### config.mk
export PLATFORM = sky130hd
export DESIGN_NAME = cypher_packer
export DESIGN_NICKNAME = d
export VERILOG_FILES = /design/src/rtl/cypher_packer.sv
export SDC_FILE = /design/constraint.sdc
export NUM_CORES = 1
export LEC_CHECK = 0
export BUFFER_PORTS_ARGS = -buffer_cell sky130_fd_sc_hd__buf_2
export CORE_ASPECT_RATIO = 0.8
export CORE_MARGIN = 2
export CORE_UTILIZATION = 40
export DETAILED_ROUTE_END_ITERATION = 6
export GPL_TIMING_DRIVEN = 0
export PLACE_DENSITY = 0.69
export SLEW_MARGIN = 20
export SYNTH_ARGS = -nofsm -noshare
export SYNTH_HDL_FRONTEND = slang
export SYNTH_SLANG_ARGS = --single-unit
### constraint.sdc
create_clock -name clock -period 2.2 [get_ports clock]
set_input_delay 0.33 -clock clock [delete_from_list [all_inputs] [get_ports clock]]
set_output_delay 0.33 -clock clock [all_outputs]
set_load 0.02 [all_outputs]
### src/rtl/cypher_packer.sv
// cypher_packer: collects DIGITS nibble-wide digits over a valid/ready handshake,
// packs them little-endian (digit 0 in bits [3:0]), keeps a running digit sum,
// rejects out-of-range and (optionally) duplicate digits, then presents the
// finished cypher with valid/ack until the consumer takes it.
module cypher_packer #(
  parameter int DIGITS     = 4,
  parameter int MAX_DIGIT  = 9,
  parameter int REJECT_DUP = 1,
  parameter int SUM_W      = 8,
  parameter int CYPHER_W   = DIGITS * 4
) (
  input  logic                clock,
  input  logic                reset_n,
  input  logic                clear,
  input  logic                start,
  input  logic                digit_valid,
  input  logic [3:0]          digit,
  output logic                digit_ready,
  output logic                err_range,
  output logic                err_dup,
  output logic                busy,
  output logic [CYPHER_W-1:0] cypher,
  output logic [SUM_W-1:0]    digit_sum,
  output logic                cypher_valid,
  input  logic                cypher_ack
);

  localparam int         IDX_W    = $clog2(DIGITS + 1);
  localparam logic [3:0] MAX_D    = 4'(MAX_DIGIT);
  localparam logic [IDX_W-1:0] LAST_IDX = IDX_W'(DIGITS - 1);

  typedef enum logic [1:0] {
    S_IDLE = 2'd0,
    S_LOAD = 2'd1,
    S_HOLD = 2'd2
  } state_e;

  state_e              state_q, state_d;
  logic [IDX_W-1:0]    idx_q, idx_d;
  logic [CYPHER_W-1:0] cypher_q, cypher_d;
  logic [SUM_W-1:0]    sum_q, sum_d;
  logic                err_range_q, err_range_d;
  logic                err_dup_q, err_dup_d;
  logic                dup_hit;

  // Compare the offered digit against every digit already stored this cypher.
  always_comb begin
    dup_hit = 1'b0;
    for (int i = 0; i < DIGITS; i++) begin
      if ((IDX_W'(i) < idx_q) && (cypher_q[4*i +: 4] == digit)) begin
        dup_hit = 1'b1;
      end
    end
  end

  // Next-state logic: clear first, then per-state handling of start, digits and ack.
  always_comb begin
    // NOTE: every variable gets a default before any branch, so no path can
    // leave it unassigned and infer a latch.
    state_d     = state_q;
    idx_d       = idx_q;
    cypher_d    = cypher_q;
    sum_d       = sum_q;
    err_range_d = 1'b0;
    err_dup_d   = 1'b0;

    if (clear) begin
      state_d  = S_IDLE;
      idx_d    = '0;
      cypher_d = '0;
      sum_d    = '0;
    end else begin
      unique case (state_q)
        S_IDLE: begin
          if (start) begin
            idx_d    = '0;
            cypher_d = '0;
            sum_d    = '0;
            state_d  = S_LOAD;
          end
        end
        S_LOAD: begin
          if (digit_valid) begin
            if (digit > MAX_D) begin
              err_range_d = 1'b1;
            end else if ((REJECT_DUP != 0) && dup_hit) begin
              err_dup_d = 1'b1;
            end else begin
              for (int i = 0; i < DIGITS; i++) begin
                if (idx_q == IDX_W'(i)) cypher_d[4*i +: 4] = digit;
              end
              sum_d = sum_q + SUM_W'(digit);
              idx_d = idx_q + 1'b1;
              if (idx_q == LAST_IDX) state_d = S_HOLD;
            end
          end
        end
        S_HOLD: begin
          if (cypher_ack) state_d = S_IDLE;
        end
        default: state_d = S_IDLE;
      endcase
    end
  end

  // State and datapath registers with asynchronous active-low reset.
  always_ff @(posedge clock or negedge reset_n) begin
    if (!reset_n) begin
      state_q     <= S_IDLE;
      idx_q       <= '0;
      cypher_q    <= '0;
      sum_q       <= '0;
      err_range_q <= 1'b0;
      err_dup_q   <= 1'b0;
    end else begin
      // NOTE: non-blocking assignments so every register samples the
      // pre-edge values regardless of statement order.
      state_q     <= state_d;
      idx_q       <= idx_d;
      cypher_q    <= cypher_d;
      sum_q       <= sum_d;
      err_range_q <= err_range_d;
      err_dup_q   <= err_dup_d;
    end
  end

  assign digit_ready  = (state_q == S_LOAD);
  assign busy         = (state_q != S_IDLE);
  assign cypher_valid = (state_q == S_HOLD);
  assign err_range    = err_range_q;
  assign err_dup      = err_dup_q;
  assign cypher       = cypher_q;
  assign digit_sum    = sum_q;

endmodule

## Yosys cells after proc, flatten, opt, wreduce, memory -nomap -nowiden

Cells that the tools add are included.

| storage, ports and cells | value |
|---|---|
| register bits | 31 |
| bits in latches | 0 |
| memory bits (writable) | 0 |
| ROM bits | 0 |
| input bits | 10 |
| word-level logic and storage cells | 91 |
| memories | 0 |

| cells by class | value |
|---|---|
| add/subtract/negate cells | 2 |
| $mul | 0 |
| div/mod/pow operators | 0 |
| $lt $le $gt $ge | 5 |
| eq/ne operators | 18 |
| shift-type cells | 0 |
| multiplexer cells | 43 |
| bitwise logic cells | 0 |
| reduce and logical (&&, ||, !) cells | 14 |

Operator list:

| kind | number |
|---|---|
| $mux W16 | 5 |
| $mux W8 | 5 |
| $pmux W16 S2 | 1 |
| $reduce_and A6 Y1 | 5 |
| $eq A4 B4 Y1 | 4 |
| $mux W4 | 4 |
| $pmux W8 S2 | 1 |
| $mux W3 | 5 |
| $ne A3 B2 Y1 const B | 5 |
| $mux W2 | 7 |
| $mux W1 | 13 |
| $ne A3 B3 Y1 const B | 4 |
| $add A8 B4 Y8 | 1 |
| $eq A3 B2 Y1 const B | 2 |
| $lt A1 B3 Y1 const A | 2 |
| $lt A2 B3 Y1 const A | 2 |
| $pmux W2 S3 | 1 |
| $pmux W3 S2 | 1 |
| $reduce_and A5 Y1 | 1 |
| $gt A4 B4 Y1 const B | 1 |
| $logic_and A1 B1 Y1 | 4 |
| $add A3 B1 Y3 const B | 1 |
| $eq A3 B1 Y1 const B | 1 |
| $logic_not A3 Y1 | 1 |
| other kinds (5) | 5 |

## Logic depth before layout (Yosys ltp)

Gate-level depths: netlist of run 1.

| depth | value |
|---|---|
| depth after elaboration | 11 |
| depth in mapped cells | 8 |
| depth with buffers taken out | 8 |

## Worst setup path after synthesis of run 1

No wires, ideal clock.

| timing path | value |
|---|---|
| path type | register to register |
| start | register sum_q[0] (netlist: digit_sum[0]) |
| end | register sum_q[6] (netlist: digit_sum[6]) |
| setup time | 0.069 ns |
| arrival | 1.841 ns |
| path slack | 0.291 ns |
| cell stages (with the launch flop) | 9 |
| buffers on the path | 0 |
| clock period less this slack | 1.909 ns |
| cells stage by stage | dfrtp_1 ha_1 fa_1 a21o_1 a21o_1 nand3_1 nor2_1 a31o_2 nand3_1 |

| between the ends | value |
|---|---|
| longest elaborated chain between the ends | 6 |

Ends and longest elaborated chain:

| what | line | text |
|---|---|---|
| from (decl) | 41 | `logic [SUM_W-1:0] sum_q, sum_d;` |
| from (signal assigned) | 121 | `sum_q <= sum_d;` |
| $add A8 B4 Y8 | 92 | `sum_d = sum_q + SUM_W'(digit);` |
| $mux W8 | 86 | `end else if ((REJECT_DUP != 0) && dup_hit) begin` |
| $mux W8 | 84 | `if (digit > MAX_D) begin` |
| $mux W8 | 83 | `if (digit_valid) begin` |
| $pmux W8 S2 | 73 | `unique case (state_q)` |
| $mux W8 | 67 | `if (clear) begin` |

Every way passes these cells. The select of a mux whose other input is x is not followed.
A chain may end at the register's enable or synchronous reset.

## Worst setup path after layout of run 1

| timing path | value |
|---|---|
| start | register state_q[0] |
| end | register cypher_q[4] (netlist: cypher[4]) |

| between the ends | value |
|---|---|
| longest elaborated chain between the ends | 3 |
| elaborated cells between the ends (all ways) | 11 |

Ends and longest elaborated chain:

| what | line | text |
|---|---|---|
| from (decl) | 38 | `state_e state_q, state_d;` |
| from (signal assigned) | 118 | `state_q <= state_d;` |
| $eq A2 B1 Y1 / $logic_not A2 Y1 (equally long branches) | 73 |  |
| $ne A3 B2 Y1 (no line) (tied with other cells) | n/a |  |
| $reduce_and A6 Y1 (no line) / $mux W16 (equally long branches) | n/a |  |
| to (signal assigned) | 120 | `cypher_q <= cypher_d;` |
| to (decl) | 40 | `logic [CYPHER_W-1:0] cypher_q, cypher_d;` |

Parallel ways exist; a longest one is shown, timed or not.

==> results.md, run 1 <==
* Routed wire length at 4660 um
* Most frequent cell on the critical path: nor2_1
* Syn Std Cell Area at 1950 um2
* 1st-iter DRT viols at 79
* Crit path DAT at 2.17 ns
* H-tree levels at 2
* Power per cell area at 532 nW/um2
* Placeable Area at 4650 um2
* Number of synthesized flops with an enable pin at 0
* Syn Nets at 226
* CTS tree: done
* Vias in the first global route at 1505
* Distinct cell type count after synthesis at 39
* Slew of the pin with the lowest slew margin at around 0.71 ns
* Hold Worst Slack at 0.0949 ns
* Required @ worst endpoint at 2.40 ns
* CTS Buf Count at 5
* DRT antenna net count at 0
* Cell Chain, Critical Path: mux2i_1 > nor2_1 > nor2_1 > nor2_1 > nand4_1 > mux2i_1
* IO Port Bufs at 38
* Min Tclk post-route at 1.98 ns
* Worst R2R End: cypher[4]
* Critical path class: reg -> reg
* Die area at 5460 um2
* Fin crit share at 89.8%
* Design Area, Final at 2310 um2
* Worst r2r src: state_q[0]
* DIE HEIGHT at approximately 66 um
* Fillers at 473
* Maximum vdd drop at 0.000373 V
* Share of async-settable or async-resettable flops after synthesis at 100%
* Register-to-Register Path Depth at 6
* Fin. Hold Viols at 0
* Run status: finished clean
* Detailed placement HPWL at 3380 um
* DP Area at 2220 um2
* Reg2reg setup slack at 0.22 ns
* Max Fclk at 506 MHz
* Leakage Power at 1.24 nW
* Total power at 1.23 mW
* Initial antenna violation count at 0
* Drt first pass iters at 4
* Peak per-stage delay on the critical path at 0.43 ns
* GRT Total Usage at 18.5%
* Row count at 22
* Root Driver: clkbuf_8
* DP Cell Count at 306
* Post-route insts no fill at 313
* Sequential share of the synthesized area at around two fifths
* Slew HR at a little over half
* Crit-path max FO at 9
* Clock skew at around 0.0044 ns
* Drt wl/cell at 14.9 um
* CTS Sinks at 31
* Max_cap viols at 0
* Warnings from Yosys at 0
* Critical path origin: state_q[0]
* Critical Path End Type: flop
* Total I/O pin count at 39
* Cell count after synthesis at between 200 and 250
* Initial core utilization at 42.0%
* Clock Path Buffers at 2
* # DRC at 0
* Grt total ovfl at 0
* Count of pins over their slew limit at 0
* CP Launch Type: flop
* Die X at ~82 um
* Area delta synth->final at 18.5%
* Synth Register Bits at 31
* RSZ-0062 raised after global routing: false
* Clock transition at path regs at 0.07 ns
* RD Place Congestion at 0.832
* Largest net degree at the start of global routing at 32
* Vias after detailed routing at between 1500 and 2000
* Worst skew pair latency at around 0.28 ns
* Slowest CP cell: dfrtp_1
* Synth Flop Type: dfrtp_1
* Worst min path class: in -> async
* Dpl ws at -0.0696 ns
* Antenna cells at 0
* Avg Cell Area, Syn at 9.38 um2
* Endpoints failing setup at 0
* Setup TNS at 0 ns
* Share of layout cells above drive strength 1 at 24.1%
* First-pass GRT wire length at 7530 um
* Final core occ at between 40 and 50%
* Final setup margin at 0.225 ns
* Vias/cell at 5.25
* Layout Nets at 271
[metal layers]
| layer | track usage [%] | vias up | wire [um] |
|---|---|---|---|
| met4 | 6.04 | 0 | 42 |
| met3 | 4.20 | 7 | 269 |
| met5 | 0 | - | 0 |
| li1 | - | 817 | - |
| met1 | 27.7 | 765 | 2370 |
| met2 | 26.0 | 53 | 1980 |
[Yosys cell counts (2+ instances only)]
| cell | count | area [um2] |
|---|---|---|
| xnor2_1 | 3 | 26.3 |
| and2_1 | 4 | 25.0 |
| nor2b_1 | 5 | 31.3 |
| and3_1 | 2 | 12.5 |
| inv_1 | 3 | 11.3 |
| nor3_1 | 2 | 10.0 |
| buf_4 | 4 | 30.0 |
| mux2i_1 | 22 | 220 |
| nand2b_1 | 3 | 18.8 |
| nand2_1 | 42 | 158 |
| nand4_1 | 6 | 37.5 |
| o21ai_0 | 7 | 35.0 |
| or2_2 | 2 | 12.5 |
| a21o_1 | 2 | 15.0 |
| xor2_1 | 15 | 131 |
| a31oi_1 | 2 | 12.5 |
| dfrtp_1 | 31 | 776 |
| nand3_1 | 6 | 30.0 |
| clkbuf_1 | 5 | 18.8 |
| a41oi_1 | 4 | 35.0 |
| ha_1 | 7 | 87.6 |
| a21oi_1 | 2 | 10.0 |
| nor2_1 | 10 | 37.5 |
| nor4_1 | 4 | 25.0 |
[state kept, by name, summed over array words and instances, names as in the netlist]
name,flops
err_range,1
cypher,16
state_q,2
digit_sum,8
idx_q,3
err_dup,1
[how the worst max path moves through the flow]
stage / endpoint / cells after the start
floorplan: digit_sum[6] / 8
global placement: cypher[4] / 8
detailed placement: cypher[4] / 8
CTS: cypher[4] / 6
global route: cypher[4] / 6
finish: cypher[4] / 6
[logic make-up (layout without fill, tap and decap cells)]
logic type	Yosys count	count (layout)	synth area share (%)
and+or+nand+nor	89	89	22.1
DFF	31	31	39.7
AOI/OAI and AO/OA	26	26	9.36
muxes	22	22	11.3
xor gates and xnor gates	18	18	8.08
buffers and inverters	14	59	3.91
adders and majority gates	8	8	5.51
[cell usage in the layout, fill, tap and decap left out, types with 3 or more instances in the layout]
cell type | synthesis | final
nand4_1 | 6 | 6
nor4_1 | 4 | 4
dfrtp_1 | 31 | 31
buf_4 | 4 | 4
inv_1 | 3 | 3
ha_1 | 7 | 7
nand2_1 | 42 | 42
and2_1 | 4 | 4
nor2_1 | 10 | 10
a41oi_1 | 4 | 4
nand3_1 | 6 | 6
buf_2 | 1 | 39
o21ai_0 | 7 | 7
xor2_1 | 15 | 15
xnor2_1 | 3 | 3
mux2i_1 | 22 | 22
nand2b_1 | 3 | 3
nor2b_1 | 5 | 5
clkbuf_1 | 5 | 3
clkbuf_8 | 0 | 6
[power breakdown]
part,switching (mW),internal (mW),total [mW]
combinational,0.116,0.0636,0.180
sequential,0.0101,0.579,0.589
clock,0.217,0.245,0.463
[timing repair]
item                                    4_1_cts  5_1_grt
gates resized for setup                       0        5
setup buffers                                 0        0
endpoints found under the hold margin         0        0
hold buffers                                  0        0
endpoints found under the setup margin        0       25
[final cells by class]
cell class,count,area [um2],area share [%]
Buffer,11,67.6,2.92
Clock buffer,6,82.6,3.57
Clock inverter,1,5.00,0.216
Inverter,3,11.3,0.487
Multi-Input combinational cell,163,1110,47.8
Sequential cell,31,776,33.5
Tap cell,60,75.1,3.24
Timing Repair Buffer,38,190,8.22
[critical path, delay by kind of cell, from the launching register on]
family	cells	cell delay, ns
flip-flops	1	0.43
multiplexers	2	0.48
AND/OR/NAND/NOR	4	0.97
Note: power is estimated with default switching activity, not from simulation.
==> run 2: changes to the inputs <==
Settings changed: SLEW_MARGIN 20 to 10.
Clock period 2.2 ns to 2.01 ns, I/O delays scaled along.
==> run 2 against run 1 <==
Sequential share of layout area down 0.36 points. Core utilization grew 0.54 points. Global-route usage rose by 0.35 points. Critical path depth increased by 2. Sequential cell count is the same. Setup slack got worse by 0.095 ns. Non-clock buffer count unchanged. Wire length is 1.4% higher. Hold slack worse by 0.028 ns. Largest power group unchanged.
==> results.md, run 2 (same netlist as run 1, synthesis figures left out) <==
* Drt wl/cell at 15.1 um (+1.4%)
* Antenna cells at 0 (unchanged)
* Worst skew pair latency at 0.28 ns (about the same)
* Maximum vdd drop at 0.000407 V (+9.4%)
* Leakage Power at 1.25 nW (+0.61%)
* Placeable Area at 4650 um2 (unchanged)
* Final core occ at 50.3% (+0.54 points)
* Grt total ovfl at 0 (unchanged)
* CTS Sinks at 31 (unchanged)
* Drt first pass iters at 4 (unchanged)
* Crit-path max FO at 3 (-6)
* IO Port Bufs at 38 (unchanged)
* Max_cap viols at 0 (unchanged)
* Cell Chain, Critical Path: ha_1 > fa_2 > a21o_1 > a21o_1 > nand3_1 > nor2_1 > a31o_2 > nand3_1
* Reg area at 776 um2 (unchanged)
* Min Tclk post-route at 1.88 ns (-0.0949 ns)
* Post-route insts no fill at 313 (unchanged)
* Initial core utilization at 42.0% (unchanged)
* Max reg flops at 16 (unchanged)
* Design Area, Final at 2340 um2 (+1.1%)
* Total I/O pin count at 39 (unchanged)
* Clock Path Buffers at 2 (unchanged)
* # DRC at 0 (unchanged)
* DP Area at 2220 um2 (unchanged)
* Die area at 5460 um2 (unchanged)
* Area delta synth->final at 19.8%
* CTS Hold Buffers Added at 0 (unchanged)
* Total power at 1.35 mW (+9.9%)
* Fin. Hold Viols at 0 (unchanged)
* Vias after detailed routing at 1662 (+1.2%)
* DP Cell Count at 306 (unchanged)
* Max Fclk at 532 MHz (+5.0%)
* Share of layout cells above drive strength 1 at 26.1% (+2.0 points)
* First-pass GRT wire length at 7670 um (+1.9%)
* Peak per-stage delay on the critical path at 0.40 ns (-0.03 ns)
* Worst min path class: in -> async
* Fin crit share at 93.6% (+3.8 points)
* Layout Nets at 271 (unchanged)
* Crit path DAT at 2.10 ns (-0.07 ns)
* Dpl ws at -0.231 ns (-0.162 ns)
* Vias/cell at 5.31 (+1.2%)
* Die X at 82.1 um (unchanged)
* Most frequent cells in the layout: 42 x nand2_1, 39 x buf_2, 31 x dfrtp_1, 22 x mux2i_1, 15 x xor2_1
* Run status: finished clean
* Routed wire length at 4720 um (+1.4%)
* DIE HEIGHT at 66.5 um (unchanged)
* H-tree levels at 2 (unchanged)
* Vias in the first global route at 1517 (+0.80%)
* Count of pins over their slew limit at 0 (unchanged)
* Critical path class: reg -> reg
* Row count at 22 (unchanged)
* CP Launch Type: flop
* Largest net degree at the start of global routing at 32 (unchanged)
* Slew HR at 52.6% (+0.084 points)
* Most common cell after layout, fill and taps aside: nand2_1
* Top delay family on crit path: compound AO/OA/AOI/OAI gates
* Slew of the pin with the lowest slew margin at 0.710 ns (-0.00126 ns)
* Fillers at 469 (-0.85%)
* Power per cell area at 579 nW/um2 (+8.7%)
* Clock skew at 0.00420 ns (-0.000164 ns)
* Critical Path End Type: flop
* Root Driver: clkbuf_8
* 1st-iter DRT viols at 91 (+15%)
* CTS tree: done
* Initial antenna violation count at 0 (unchanged)
* Endpoints failing setup at 0 (unchanged)
* Area occupied by multi-input gates at 1130 um2 (+1.8%)
* CTS Buf Count at 5 (unchanged)
* GRT Total Usage at 18.9% (+0.35 points)
* Required @ worst endpoint at 2.23 ns (-0.17 ns)
* Buf+Inv Stages, Crit Path at 0 (unchanged)
* RD Place Congestion at 0.832 (unchanged)
* Detailed placement HPWL at 3380 um (unchanged)
* DRT antenna net count at 0 (unchanged)
* Final setup margin at 0.129 ns (-0.0951 ns)
* Clock transition at path regs at 0.07 ns (about the same)
* Slowest CP cell: dfrtp_1
run 2: layer usage:
layer | track usage [%] | part of all wire [%] | vias to the layer above
met5 | 0 | 0 | -
met4 | 6.04 | 1.2 | 0
met3 | 4.20 | 5.8 | 9
met2 | 26.6 | 43 | 58
met1 | 28.3 | 50 | 784
li1 | - | - | 811
run 2: worst paths after layout:
path	startpoint	end	slack, ns	cells after the start
max	digit_sum[0]	digit_sum[6]	0.13	8
min	reset_n	err_dup	0.07	1
max reg2reg	digit_sum[0]	digit_sum[6]	0.13	8
min reg2reg	digit_sum[7]	digit_sum[7]	0.55	2
max in group asynchronous	reset_n	cypher[11]	1.48	1
min in group clock	digit_valid	state_q[0]	0.29	2
run 2: area by class of cell:
type / instances / share of cell area [%]
well taps: 60 / 3.21
repair buffers: 39 / 8.45
inverters: 3 / 0.482
plain buffers: 10 / 2.78
clock inverters: 1 / 0.214
flip-flops and latches: 31 / 33.2
multi-input cells: 163 / 48.2
clock buffers: 6 / 3.53
run 2: where the power goes:
| group | internal (mW) | leakage, nW | switching, mW | total, mW |
|---|---|---|---|---|
| registers | 0.634 | 0.430 | 0.0111 | 0.645 |
| clock network | 0.269 | 0.0470 | 0.239 | 0.507 |
| logic | 0.0712 | 0.768 | 0.130 | 0.201 |
| total | 0.974 | 1.25 | 0.380 | 1.35 |
run 2: repair_timing:
item / CTS / global route
pin swaps: 0 / 3
setup buffers: 0 / 1
resized for setup: 3 / 7
setup endpoints to repair: 21 / 27
run 2: per-stage QoR:
stage	hold slack, ns	TNS [ns]
6_report	0.0669	0
2_1_floorplan	0.00591	0
3_5_place_dp	0.400	-2.82
4_1_cts	0.0929	0
3_3_place_gp	0.394	-3.80
5_1_grt	0.128	-0.0252
==> run 3: changes to the inputs <==
Settings changed: CORE_MARGIN 2 to 10.
==> run 3 against run 2 <==
Sequential power barely moved. Hold slack got worse by 0.0023 ns. Critical endpoint unchanged. Highest routed layer unchanged. Register-to-register slack barely moved. Largest power group unchanged.
==> results.md, run 3 (same netlist as run 1, synthesis figures left out) <==
* Run status: finished clean
* Leakage Power at 1.25 nW (+0.14%)
* Critical path class: reg -> reg
* First-pass GRT wire length at 8130 um (+5.9%)
* Reg2reg setup slack at 0.13 ns (about the same)
* Switching Power at 0.372 mW (-2.0%)
* Worst min path class: in -> async
* Crit path DAT at 2.09 ns (about the same)
* IO Port Bufs at 38 (unchanged)
* Clock transition at path regs at 0.06 ns (about the same)
* Power per cell area at 590 nW/um2 (+1.9%)
* Critical path origin: digit_sum[0]
* Placeable Area at 4650 um2 (unchanged)
* Setup crit end: digit_sum[6]
* Reg area at 776 um2 (unchanged)
* Power Internal at 1.02 mW (+4.5%)
* WL met2 at 2110 um (+3.6%)
* Required @ worst endpoint at 2.23 ns (about the same)
* Design Area, Final at 2360 um2 (+0.80%)
* Drt wl/cell at 16.0 um (+5.9%)
* # DRC at 0 (unchanged)
* Layout Nets at 271 (unchanged)
* CTS tree: done
* Routed wire length at 5020 um (+6.2%)
* Crit-path max FO at 3 (unchanged)
* Fin. Hold Viols at 0 (unchanged)
* Setup TNS at 0 ns (unchanged)
* Total I/O pin count at 39 (unchanged)
* Sequential share of power at 46.4% (-1.3 points)
* Antenna cells at 0 (unchanged)
* Final setup margin at 0.134 ns (+0.00486 ns)
* Endpoints failing setup at 0 (unchanged)
* Maximum vdd drop at 0.000323 V (-21%)
* Fillers at 440 (-6.2%)
* Area occupied by multi-input gates at 1130 um2 (+0.67%)
* Most frequent cells in the layout: 42 x nand2_1, 39 x buf_2, 31 x dfrtp_1, 22 x mux2i_1, 15 x xor2_1
* Area delta synth->final at 20.8%
* Largest net degree at the start of global routing at 32 (unchanged)
* Drt first pass iters at 4 (unchanged)
* Net Sw Frac at 26.8% (-1.3 points)
* Share of layout cells above drive strength 1 at 26.0% (-0.10 points)
* CTS Buf Count at 5 (unchanged)
* Initial core utilization at 42.0% (unchanged)
* Vias/cell at 5.28 (-0.62%)
* CP Launch Type: flop
* Dpl ws at -0.235 ns (-0.00391 ns)
* Die area at 8090 um2 (+48%)
* H-tree levels at 2 (unchanged)
* Detailed placement HPWL at 3650 um (+8.0%)
* Vias after detailed routing at 1657 (-0.30%)
* Most common cell after layout, fill and taps aside: nand2_1
* Row count at 22 (unchanged)
* Slew of the pin with the lowest slew margin at 0.701 ns (-0.00985 ns)
* Met3 WL at 352 um (+29%)
* DR top layer: met4
* GRT Total Usage at 12.4% (-6.5 points)
* Max_cap viols at 0 (unchanged)
* Hold Worst Slack at 0.0645 ns (-0.00233 ns)
* DRT antenna net count at 0 (unchanged)
* CTS Hold Buffers Added at 0 (unchanged)
* Min Tclk post-route at 1.88 ns (-0.00486 ns)
* Die X at 98.1 um (+19%)
* Root Driver: clkbuf_8
* Clock Path Buffers at 2 (unchanged)
* Clock skew at 0.00626 ns (+0.00206 ns)
* DP Area at 2220 um2 (unchanged)
* Worst R2R End: digit_sum[6]
* Combinational power share at 14.5% (-0.4 points)
* DIE HEIGHT at 82.5 um (+24%)
* Critical Path End Type: flop
* M1 wire length at 2500 um (+6.0%)
* Max Fclk at 533 MHz (+0.26%)
* Vias in the first global route at 1648 (+8.6%)
* Worst skew pair latency at 0.28 ns (about the same)
* Initial antenna violation count at 0 (unchanged)
* Count of pins over their slew limit at 0 (unchanged)
* RD Place Congestion at 0.798 (-4.1%)
* Power share of the clock group at 39.1% (+1.6 points)
* Max reg flops at 16 (unchanged)
* 1st-iter DRT viols at 123 (+35%)
* Post-route insts no fill at 314 (+0.32%)
* Register-to-Register Path Depth at 8 (unchanged)
* Worst r2r src: digit_sum[0]
* Grt total ovfl at 0 (unchanged)
* Slew HR at 53.3% (+0.66 points)
* CTS Sinks at 31 (unchanged)
* DP Cell Count at 306 (unchanged)
* Fin crit share at 93.3% (-0.24 points)
[run 3: worst min path at each step]
stage | start | to | depth (start not counted)
floorplan | reset_n | cypher[0] | 0
global placement | reset_n | state_q[0] | 1
detailed placement | reset_n | state_q[1] | 1
CTS | reset_n | cypher[14] | 1
global route | reset_n | cypher[9] | 1
finish | reset_n | state_q[1] | 1
[run 3: area by class of cell]
type | count | area share [%]
Buffer | 10 | 2.71
Tap cell | 60 | 3.18
Clock buffer | 8 | 4.25
Inverter | 3 | 0.478
Multi-Input combinational cell | 163 | 48.1
Timing Repair Buffer | 39 | 8.39
Sequential cell | 31 | 32.9
[run 3: what timing repair did]
item	in CTS	in global routing
pin swaps	0	2
endpoints found under the setup margin	26	27
resized for setup	3	6
buffers inserted	0	1
[run 3: metal layers]
metal | up-vias | GRT usage (%)
li1 | 811 | -
met2 | 43 | 17.9
met5 | - | 0
met3 | 7 | 4.15
met4 | 0 | 4.64
met1 | 796 | 16.8
[run 3: power by group through the flow]
stage               logic [mW]  clock network (mW)  registers [mW]
floorplan                0.120                   0           0.664
global placement         0.195                   0           0.656
detailed placement       0.197                   0           0.656
CTS                      0.200               0.560           0.645
global route             0.225               0.591           0.646
finish                   0.202               0.543           0.645
[run 3: metrics by stage]
step | power, mW | utilization (%)
5_1_grt | 1.46 | 50.7
2_1_floorplan | 0.784 | -
3_3_place_gp | 0.851 | 47.7
6_report | 1.39 | 50.7
4_1_cts | 1.40 | 50.0
3_5_place_dp | 0.853 | 47.7
[run 3: worst max-delay path, cell delays in order, from the launching register on]
cell and delay (ns):
dfrtp_1 0.40, ha_1 0.22, fa_2 0.36, a21o_1 0.19
a21o_1 0.19, nand3_1 0.08, nor2_1 0.05, a31o_2 0.25
nand3_1 0.07
